**src/rtl/n64_pkg.sv**
```systemverilog
// n64_pkg: shared definitions for the N64 controller link.
//   - n64_state_e    : receiver FSM states
//   - N64_RESP_BITS  : bits in a controller status response
//   - N64_ZERO_MIN_US / N64_ZERO_MAX_US : bit-cell low-time thresholds in
//     microseconds (shared with the console-side transmitter)
package n64_pkg;

    typedef enum logic [1:0] {
        IDLE,
        WAIT_FALL,
        MEAS_LOW,
        WAIT_STOP
    } n64_state_e;

    localparam int N64_RESP_BITS   = 32;
    localparam int N64_ZERO_MIN_US = 2;   // low shorter than this -> logic 1
    localparam int N64_ZERO_MAX_US = 4;   // low longer than this  -> malformed

endpackage

```
**src/rtl/n64_edge_sync.sv**
```systemverilog
// n64_edge_sync: synchronizes the asynchronous controller line, optionally
// majority-filters it, and detects edges.
// Macro: N64_RX_GLITCH_FILTER_EN -- adds a 3-sample majority filter
//   (2 cycles extra latency, rejects 1-cycle pulses).
// Ports:
//   clk, rst_n : clock, async active-low reset
//   data_in    : raw pad input, idle high
//   line       : cleaned line level
//   fall, rise : one-cycle edge strobes on line
module n64_edge_sync (
    input  logic clk,
    input  logic rst_n,
    input  logic data_in,
    output logic line,
    output logic fall,
    output logic rise
);

    logic sync1_q, sync2_q, prev_q;

    always_ff @(posedge clk or negedge rst_n) begin
        if (!rst_n) begin
            sync1_q <= 1'b1;
            sync2_q <= 1'b1;
        end else begin
            sync1_q <= data_in;
            sync2_q <= sync1_q;
        end
    end

`ifdef N64_RX_GLITCH_FILTER_EN
    logic [1:0] hist_q;
    logic       filt_q;
    logic       maj;

    // Median of the current and two previous samples, then registered.
    assign maj = (sync2_q & hist_q[0]) | (sync2_q & hist_q[1]) | (hist_q[0] & hist_q[1]);

    always_ff @(posedge clk or negedge rst_n) begin
        if (!rst_n) begin
            hist_q <= '1;
            filt_q <= 1'b1;
        end else begin
            hist_q <= {hist_q[0], sync2_q};
            filt_q <= maj;
        end
    end

    assign line = filt_q;
`else
    assign line = sync2_q;
`endif

    always_ff @(posedge clk or negedge rst_n) begin
        if (!rst_n) prev_q <= 1'b1;
        else        prev_q <= line;
    end

    assign fall = prev_q & ~line;
    assign rise = ~prev_q & line;

endmodule

```
**src/rtl/n64_rx.sv**
```systemverilog
// n64_rx: captures one 32-bit N64 controller response per arm pulse.
// Macro: N64_RX_GLITCH_FILTER_EN (see n64_edge_sync).
// Parameters: CLKS_PER_US (clk cycles per us), TIMEOUT_US (idle abort time).
// Ports:
//   clk, rst_n : clock, async active-low reset
//   data_in    : controller data line, async, idle high
//   arm        : pulse to start a capture (ignored while busy)
//   buttons    : last good response, MSB = first bit received
//   valid      : one-cycle pulse when buttons updates
//   err        : one-cycle pulse on malformed bit or timeout
//   busy       : capture in progress
module n64_rx
    import n64_pkg::*;
#(
    parameter int CLKS_PER_US = 16,
    parameter int TIMEOUT_US  = 200
) (
    input  logic                     clk,
    input  logic                     rst_n,
    input  logic                     data_in,
    input  logic                     arm,
    output logic [N64_RESP_BITS-1:0] buttons,
    output logic                     valid,
    output logic                     err,
    output logic                     busy
);

    localparam int          TIMEOUT_CYC = TIMEOUT_US * CLKS_PER_US;
    localparam int          IW          = $clog2(TIMEOUT_CYC + 1);
    localparam logic [9:0]  ONE_LIM     = 10'(N64_ZERO_MIN_US * CLKS_PER_US);
    localparam logic [9:0]  ZERO_LIM    = 10'(N64_ZERO_MAX_US * CLKS_PER_US);

    logic line, fall, rise;

    n64_edge_sync u_sync (
        .clk     (clk),
        .rst_n   (rst_n),
        .data_in (data_in),
        .line    (line),
        .fall    (fall),
        .rise    (rise)
    );

    n64_state_e               state_q, state_d;
    logic [9:0]               low_q, low_d;
    logic [5:0]               bits_q, bits_d;
    logic [N64_RESP_BITS-1:0] shift_q, shift_d;
    logic [N64_RESP_BITS-1:0] buttons_q, buttons_d;
    logic [IW-1:0]            idle_q, idle_d;
    logic                     valid_q, valid_d;
    logic                     err_q, err_d;
    logic                     timeout;

    always_ff @(posedge clk or negedge rst_n) begin
        if (!rst_n) begin
            state_q   <= IDLE;
            low_q     <= '0;
            bits_q    <= '0;
            shift_q   <= '0;
            buttons_q <= '0;
            idle_q    <= '0;
            valid_q   <= 1'b0;
            err_q     <= 1'b0;
        end else begin
            state_q   <= state_d;
            low_q     <= low_d;
            bits_q    <= bits_d;
            shift_q   <= shift_d;
            buttons_q <= buttons_d;
            idle_q    <= idle_d;
            valid_q   <= valid_d;
            err_q     <= err_d;
        end
    end

    // An edge always clears the idle counter, so a timeout can never
    // coincide with bit or stop classification.
    assign timeout = (state_q != IDLE) && !fall && !rise &&
                     (idle_q == IW'(TIMEOUT_CYC - 1));

    always_comb begin
        state_d   = state_q;
        low_d     = low_q;
        bits_d    = bits_q;
        shift_d   = shift_q;
        buttons_d = buttons_q;
        valid_d   = 1'b0;
        err_d     = 1'b0;

        if (state_q == IDLE || fall || rise) idle_d = '0;
        else                                 idle_d = idle_q + IW'(1);

        // Low counter starts at 1 on the falling edge so that, at the rising
        // edge, it holds exactly the number of low cycles seen.
        if (state_q != IDLE && fall)
            low_d = 10'd1;
        else if ((state_q == MEAS_LOW || state_q == WAIT_STOP) && !line && low_q != '1)
            low_d = low_q + 10'd1;

        case (state_q)
            IDLE: begin
                // valid_q high marks the cycle just after a completion.
                if (arm && !valid_q) begin
                    state_d = WAIT_FALL;
                    bits_d  = '0;
                    low_d   = '0;
                end
            end
            WAIT_FALL: begin
                if (fall) state_d = MEAS_LOW;
            end
            MEAS_LOW: begin
                if (rise) begin
                    low_d = '0;
                    if (low_q > ZERO_LIM) begin
                        err_d   = 1'b1;
                        state_d = IDLE;
                    end else begin
                        shift_d = {shift_q[N64_RESP_BITS-2:0], (low_q < ONE_LIM)};
                        bits_d  = bits_q + 6'd1;
                        state_d = (bits_q == 6'(N64_RESP_BITS - 1)) ? WAIT_STOP : WAIT_FALL;
                    end
                end
            end
            WAIT_STOP: begin
                if (rise) begin
                    low_d   = '0;
                    state_d = IDLE;
                    if (low_q <= ZERO_LIM) begin
                        buttons_d = shift_q;
                        valid_d   = 1'b1;
                    end else begin
                        err_d = 1'b1;
                    end
                end
            end
            default: state_d = IDLE;
        endcase

        if (timeout) begin
            state_d = IDLE;
            err_d   = 1'b1;
        end
    end

    assign buttons = buttons_q;
    assign valid   = valid_q;
    assign err     = err_q;
    assign busy    = (state_q != IDLE);

endmodule

```
**config.mk**
```make
export PLATFORM = sky130hd
export DESIGN_NAME = n64_rx
export DESIGN_NICKNAME = d
export VERILOG_FILES = /design/src/rtl/n64_pkg.sv /design/src/rtl/n64_edge_sync.sv /design/src/rtl/n64_rx.sv
export SDC_FILE = /design/constraint.sdc
export NUM_CORES = 1
export LEC_CHECK = 0
export ABC_AREA = 1
export BUFFER_PORTS_ARGS = -buffer_cell sky130_fd_sc_hd__buf_2
export CAP_MARGIN = 20
export CELL_PAD_IN_SITES_DETAIL_PLACEMENT = 2
export CELL_PAD_IN_SITES_GLOBAL_PLACEMENT = 2
export CORE_UTILIZATION = 35
export DETAILED_ROUTE_END_ITERATION = 7
export PLACE_DENSITY_LB_ADDON = 0.25
export RECOVER_POWER = 50
export SYNTH_ARGS = -nofsm -noshare
export SYNTH_HDL_FRONTEND = slang
export SYNTH_HIERARCHICAL = 1
export SYNTH_SLANG_ARGS = --single-unit
```
**constraint.sdc**
```tcl
create_clock -name clk -period 2.88 [get_ports clk]
set_input_delay 0.288 -clock clk [delete_from_list [all_inputs] [get_ports clk]]
set_output_delay 0.288 -clock clk [all_outputs]
set_load 0.005 [all_outputs]
```
==> run summary, run 1 <==
port bufs - 38
critical path class - reg2reg
highest net fanout along the worst path - 64
clock skew - 0.0100 ns
drt wl/cell - 14.8 um
num rows - 40
slew margin rel. - 12.2%
setup ws final - 0.977 ns
Worst setup SP type - flop
IO Pins - 39
Routed Antenna Nets - 0
most frequent cells in the layout - nand2_1 (129), dfrtp_1 (96), inv_1 (67), o21ai_1 (34), nor2_1 (33)
Fin Setup TNS - 0 ns
pin count of the biggest net entering global routing - 72
period utilization - 66.1%
Chip Width - 114 um
drt pass-1 iters - 4
CTS Buf Count - 9
Filler cells - 1369
final wirelength - 10500 um
Worst Tran Pin Value - 1.32 ns
Gate Count Post-Synth - 491
Detail Placement HPWL - 7060 um
GRT Util Overall - 18.0%
Final Wtd Congestion - 0.763
area grow syn2layout - 14.6%
DRC marker count from the first detailed-route iteration - 155
# diodes - 0
CP endpoint kind - flop
Setup Fix Bufs, Post-CTS - 0
status - finished, final reports clean
CP startpoint - u_sync/prev_q
CTS clk-pin slew, worst paths - 0.07 ns
vias in the first global route - 3708
hold_sp - data_in
Post-synth ARST share - 100%
final-report setup violation count - 0
Leakage - 2.37 nW
syn_area_per_cell - 9.02 um2
TritonCTS clock tree - done
crit path DAT - 2.14 ns
die area - 0.0131 mm2
placed instance area - 0.00478 mm2
dpl ws - 0.957 ns
grt ovf - 0
Reg-to-Reg Start - u_sync/prev_q
Fmax - 0.525 GHz
PD cells - 668 mW/mm2
RSZ-0062 raised after global routing - false
Crit path required time - 3.12 ns
vias per inst - 4.82
Max Slew Vio Count - 0
# DRC - 0
post-route cell area - 0.00507 mm2
most common cell after layout, fill and taps aside - nand2_1
core box area - 0.0122 mm2
final cell count without fillers - 705
first-pass GRT wire length - 18300 um
DP Cell Count - 688
syn_nets - 498
synthesis-stage register bit count - 99
Mapped Area - 0.00443 mm2
initial antenna violation count - 0
Fin. Hold Viols - 0
# clock sinks - 99
unique cell type count in the Yosys netlist - 29
die span in y - 114 um
Worst Hold Class - in2reg
warnings from Yosys - 6
Initial Util - 36.4%
H-tree depth - 3
Post-synth top flop - dfrtp_1
post-layout minimum cycle time - 1.90 ns
Max Cap Violations - 0
register area share after synthesis - 56.0%
Peak VDD IR - 0.000227 V
worst hold slack - 0.0448 ns
share of cells above drive strength 1 - 17.1%
CTS Buffer Depth - 2
Nets - 539
clk_lat worst skew - 0.35 ns
root buf cell - clkbuf_16
Vias - 3398
number of enable flip-flop cells after synthesis - 0
-- kinds of logic (layout without fill, tap and decap cells) --
group	Yosys count	in the layout	synth area share (%)
compound gates	88	88	13.1
simple gates	215	215	20.9
buf+inv	82	128	8.31
fa+ha+maj	3	3	0.848
flops	99	99	56.0
xor+xnor	4	4	0.792
-- per-stage QoR --
stage | utilization [%] | power, mW
after floorplan | - | 1.98
after global placement | 39.3 | 2.15
after CTS | 41.9 | 3.46
after global routing | 41.7 | 3.60
after detailed placement | 39.3 | 2.18
final | 41.7 | 3.39
-- sequential cells by signal, summed over array words and instances, names as in the netlist --
name	cells
low_q	10
valid	1
u_sync/prev_q	1
u_sync/sync1_q	1
bits_q	6
shift_q	32
buttons	32
err	1
state_q	2
idle_q	12
u_sync/line	1
-- Yosys cell counts, types with 4 or more instances --
master	number	area (um2)
o21ai_1	34	170
dfrtp_1	96	2400
nand2_1	129	484
nor2_1	33	124
nor2_2	4	25.0
nor3_1	6	30.0
buf_6	7	78.8
a21oi_1	8	40.0
nand4_1	5	31.3
inv_1	67	251
buf_2	6	30.0
o21ai_2	32	280
o21ai_0	10	50.1
nand3_1	28	140
-- layer usage --
metal  global-route usage, %  part of all wire, %
met4                    5.28                 0.90
met3                    4.34                  2.4
met2                    31.8                   52
met1                    21.8                   45
met5                       0                    0
-- worst max-delay path: stages, from the launching register on --
cell     delay [ns]
dfstp_2        0.53
nor2_1         0.04
buf_4          0.15
nand2_1        0.14
nor2_1         0.07
nand2_2        0.06
buf_4          0.49
inv_1          0.14
nand2_1        0.10
nand2_1        0.05
-- layout make-up --
type	count	area, um2	area share [%]
multi-input combinational	310	1580	31.1
tap	168	210	4.14
clock buffer	10	239	4.71
sequential	99	2480	48.9
timing repair buffer	43	238	4.68
inverter	69	259	5.10
clock inverter	6	70.1	1.38
-- report_power, final --
group          leakage [nW]  internal (mW)  switching (mW)  total, mW
Combinational         0.851          0.171           0.408      0.579
Sequential             1.36           1.48          0.0799       1.56
Clock                 0.154          0.707           0.547       1.25
-- worst paths after layout --
path                                       end  slack (ns)  cells after the start
worst max-delay path               buttons[31]        0.98                      9
min in group asynchronous            idle_q[0]        0.76                      2
worst min-delay path            u_sync/sync1_q        0.04                      1
worst max register to register     buttons[31]        0.98                      9
max in group asynchronous        u_sync/prev_q        1.19                      3
worst min register to register     u_sync/line        0.36                      0
-- timing repair --
action	CTS	global route
hold buffers	1	0
setup endpoints to repair	0	0
resized for setup	0	0
endpoints found under the hold margin	3	0
Note: power is estimated with default switching activity, not from simulation.
==> inputs of run 2 (changes only) <==
CORE_UTILIZATION = 33   (was 35)
clock period = 1.6 ns   (was 2.88 ns; I/O delays follow)
==> run 2 against run 1 <==
Net effect: the flow now finishes with violations (setup timing); non-clock buffer count is 52 higher; critical path type unchanged; register-to-register slack worse by 1.1 ns; largest cell class unchanged; sequential share of layout area is 6.6 points lower; worst hold slack better by 0.30 ns; critical endpoint is now idle_q[3]; maximum frequency is 13% higher.
==> run summary, run 2 (synthesis results as in run 1) <==
status - complete, but fails checks
failing checks - setup timing
r2r setup slk - -0.09 ns
period utilization - 106%
overall power - 6.68 mW
drt pass-1 iters - 4
Final Util - 45.7%
highest net fanout along the worst path - 6
setup ws final - -0.0910 ns
dpl ws - -0.140 ns
Leakage - 2.80 nW
Routed Antenna Nets - 0
IO Pins - 39
pin count of the biggest net entering global routing - 65
Final Wtd Congestion - 0.767
grt ovf - 0
worst-path cell chain - nor2_2 -> buf_4 -> nor3_4 -> buf_4 -> o21ai_0 -> a21oi_1
Slowest-stage cell, CP - dfrtp_1
CTS Buf Count - 9
vias per inst - 5.02
CTS Buffer Depth - 2
Detail Placement HPWL - 7760 um
Max Slew Vio Count - 0
DP Cell Count - 715
Nets - 591
final wirelength - 16000 um
num rows - 41
final-report setup violation count - 15
TritonCTS clock tree - done
port bufs - 38
Reg-to-Reg Start - state_q[1]
Slowest Stage Delay on Critical Path - 0.53 ns
Crit path top cell by count - buf_4
post-layout minimum cycle time - 1.69 ns
Worst Tran Pin Value - 0.569 ns
PD cells - 1140 mW/mm2
Worst setup SP type - flop
clk_lat worst skew - 0.36 ns
Peak VDD IR - 0.000630 V
worst hold slack - 0.345 ns
RSZ-0062 raised after global routing - true
most common cell after layout, fill and taps aside - nand2_1
Chip Width - 118 um
Vias - 3808
vias in the first global route - 3941
Initial Util - 34.5%
Worst Hold Class - in2async
# clock sinks - 99
first-pass GRT wire length - 19700 um
Max Cap Violations - 0
# diodes - 0
root buf cell - clkbuf_16
area grow syn2layout - 32.5%
CP endpoint kind - flop
# DRC - 0
Fin. Hold Viols - 0
share of cells above drive strength 1 - 33.9%
die area - 0.0139 mm2
Crit path required time - 1.85 ns
crit path DAT - 1.94 ns
initial antenna violation count - 0
GRT Util Overall - 17.9%
R2R Path End - idle_q[3]
final cell count without fillers - 759
R2R depth - 6
drt wl/cell - 21.1 um
CTS clk-pin slew, worst paths - 0.07 ns
most frequent cells in the layout - nand2_1 (109), dfrtp_1 (96), inv_1 (62), o21ai_2 (37), buf_2 (37)
critical path class - reg2reg
H-tree depth - 3
Fmax - 0.591 GHz
DRC marker count from the first detailed-route iteration - 134
core box area - 0.0128 mm2
slew margin rel. - 62.0%
die span in y - 118 um
clock skew - 0.0122 ns
-- run 2: cell type report --
cell class / instances / area (um2)
Clock buffer: 10 / 239
Tap cell: 172 / 215
Fill cell: 1392 / 6960
Multi-Input combinational cell: 310 / 1750
Timing Repair Buffer: 95 / 891
Clock inverter: 4 / 28.8
Sequential cell: 99 / 2480
Inverter: 69 / 259
-- run 2: worst max path at each step --
| stage | start | cells past startpoint | endpoint |
|---|---|---|---|
| finish | state_q[1] | 6 | idle_q[3] |
| global route | state_q[1] | 6 | idle_q[3] |
| CTS | state_q[1] | 5 | idle_q[8] |
| detailed placement | u_sync/line | 8 | buttons[15] |
| global placement | u_sync/line | 8 | buttons[10] |
| floorplan | u_sync/line | 8 | buttons[23] |
-- run 2: report_power, final --
part / internal [mW] / total, mW / switching (mW) / leakage, nW
logic: 0.682 / 1.75 / 1.07 / 1.31
clock network: 1.08 / 2.09 / 1.01 / 0.126
registers: 2.66 / 2.84 / 0.175 / 1.36
total: 4.43 / 6.68 / 2.25 / 2.80
-- run 2: per-layer routing --
layer  up-vias  share of wire [%]  global-route usage [%]
met5         -                  0                       0
met4         0                2.7                    5.93
met3        28                2.2                    3.68
met2        51                 52                    32.3
met1      1983                 43                    21.1
li1       1746                  -                       -
-- run 2: worst max-delay path: cells and delay by family (launching register included) --
family | cells | cell delay, ns
flip-flops | 1 | 0.53
AND/OR/NAND/NOR | 2 | 0.38
buffers and inverters | 2 | 0.36
AO/OA/AOI/OAI | 2 | 0.32
-- run 2: timing repair --
action                     CTS  global route
pin swaps                    3             9
hold endpoints to repair    31             0
cloned                       1            12
resized for setup            8            49
buffers inserted             6            10
setup endpoints to repair   45            92
hold buffers                 2             0
-- run 2: through the flow --
stage | TNS, ns | area (um2)
after floorplan | 0 | 4430
after global placement | -1.34 | 5000
after detailed placement | -3.98 | 5000
after CTS | -0.00116 | 5380
after global routing | -5.08 | 5870
final | -0.357 | 5870
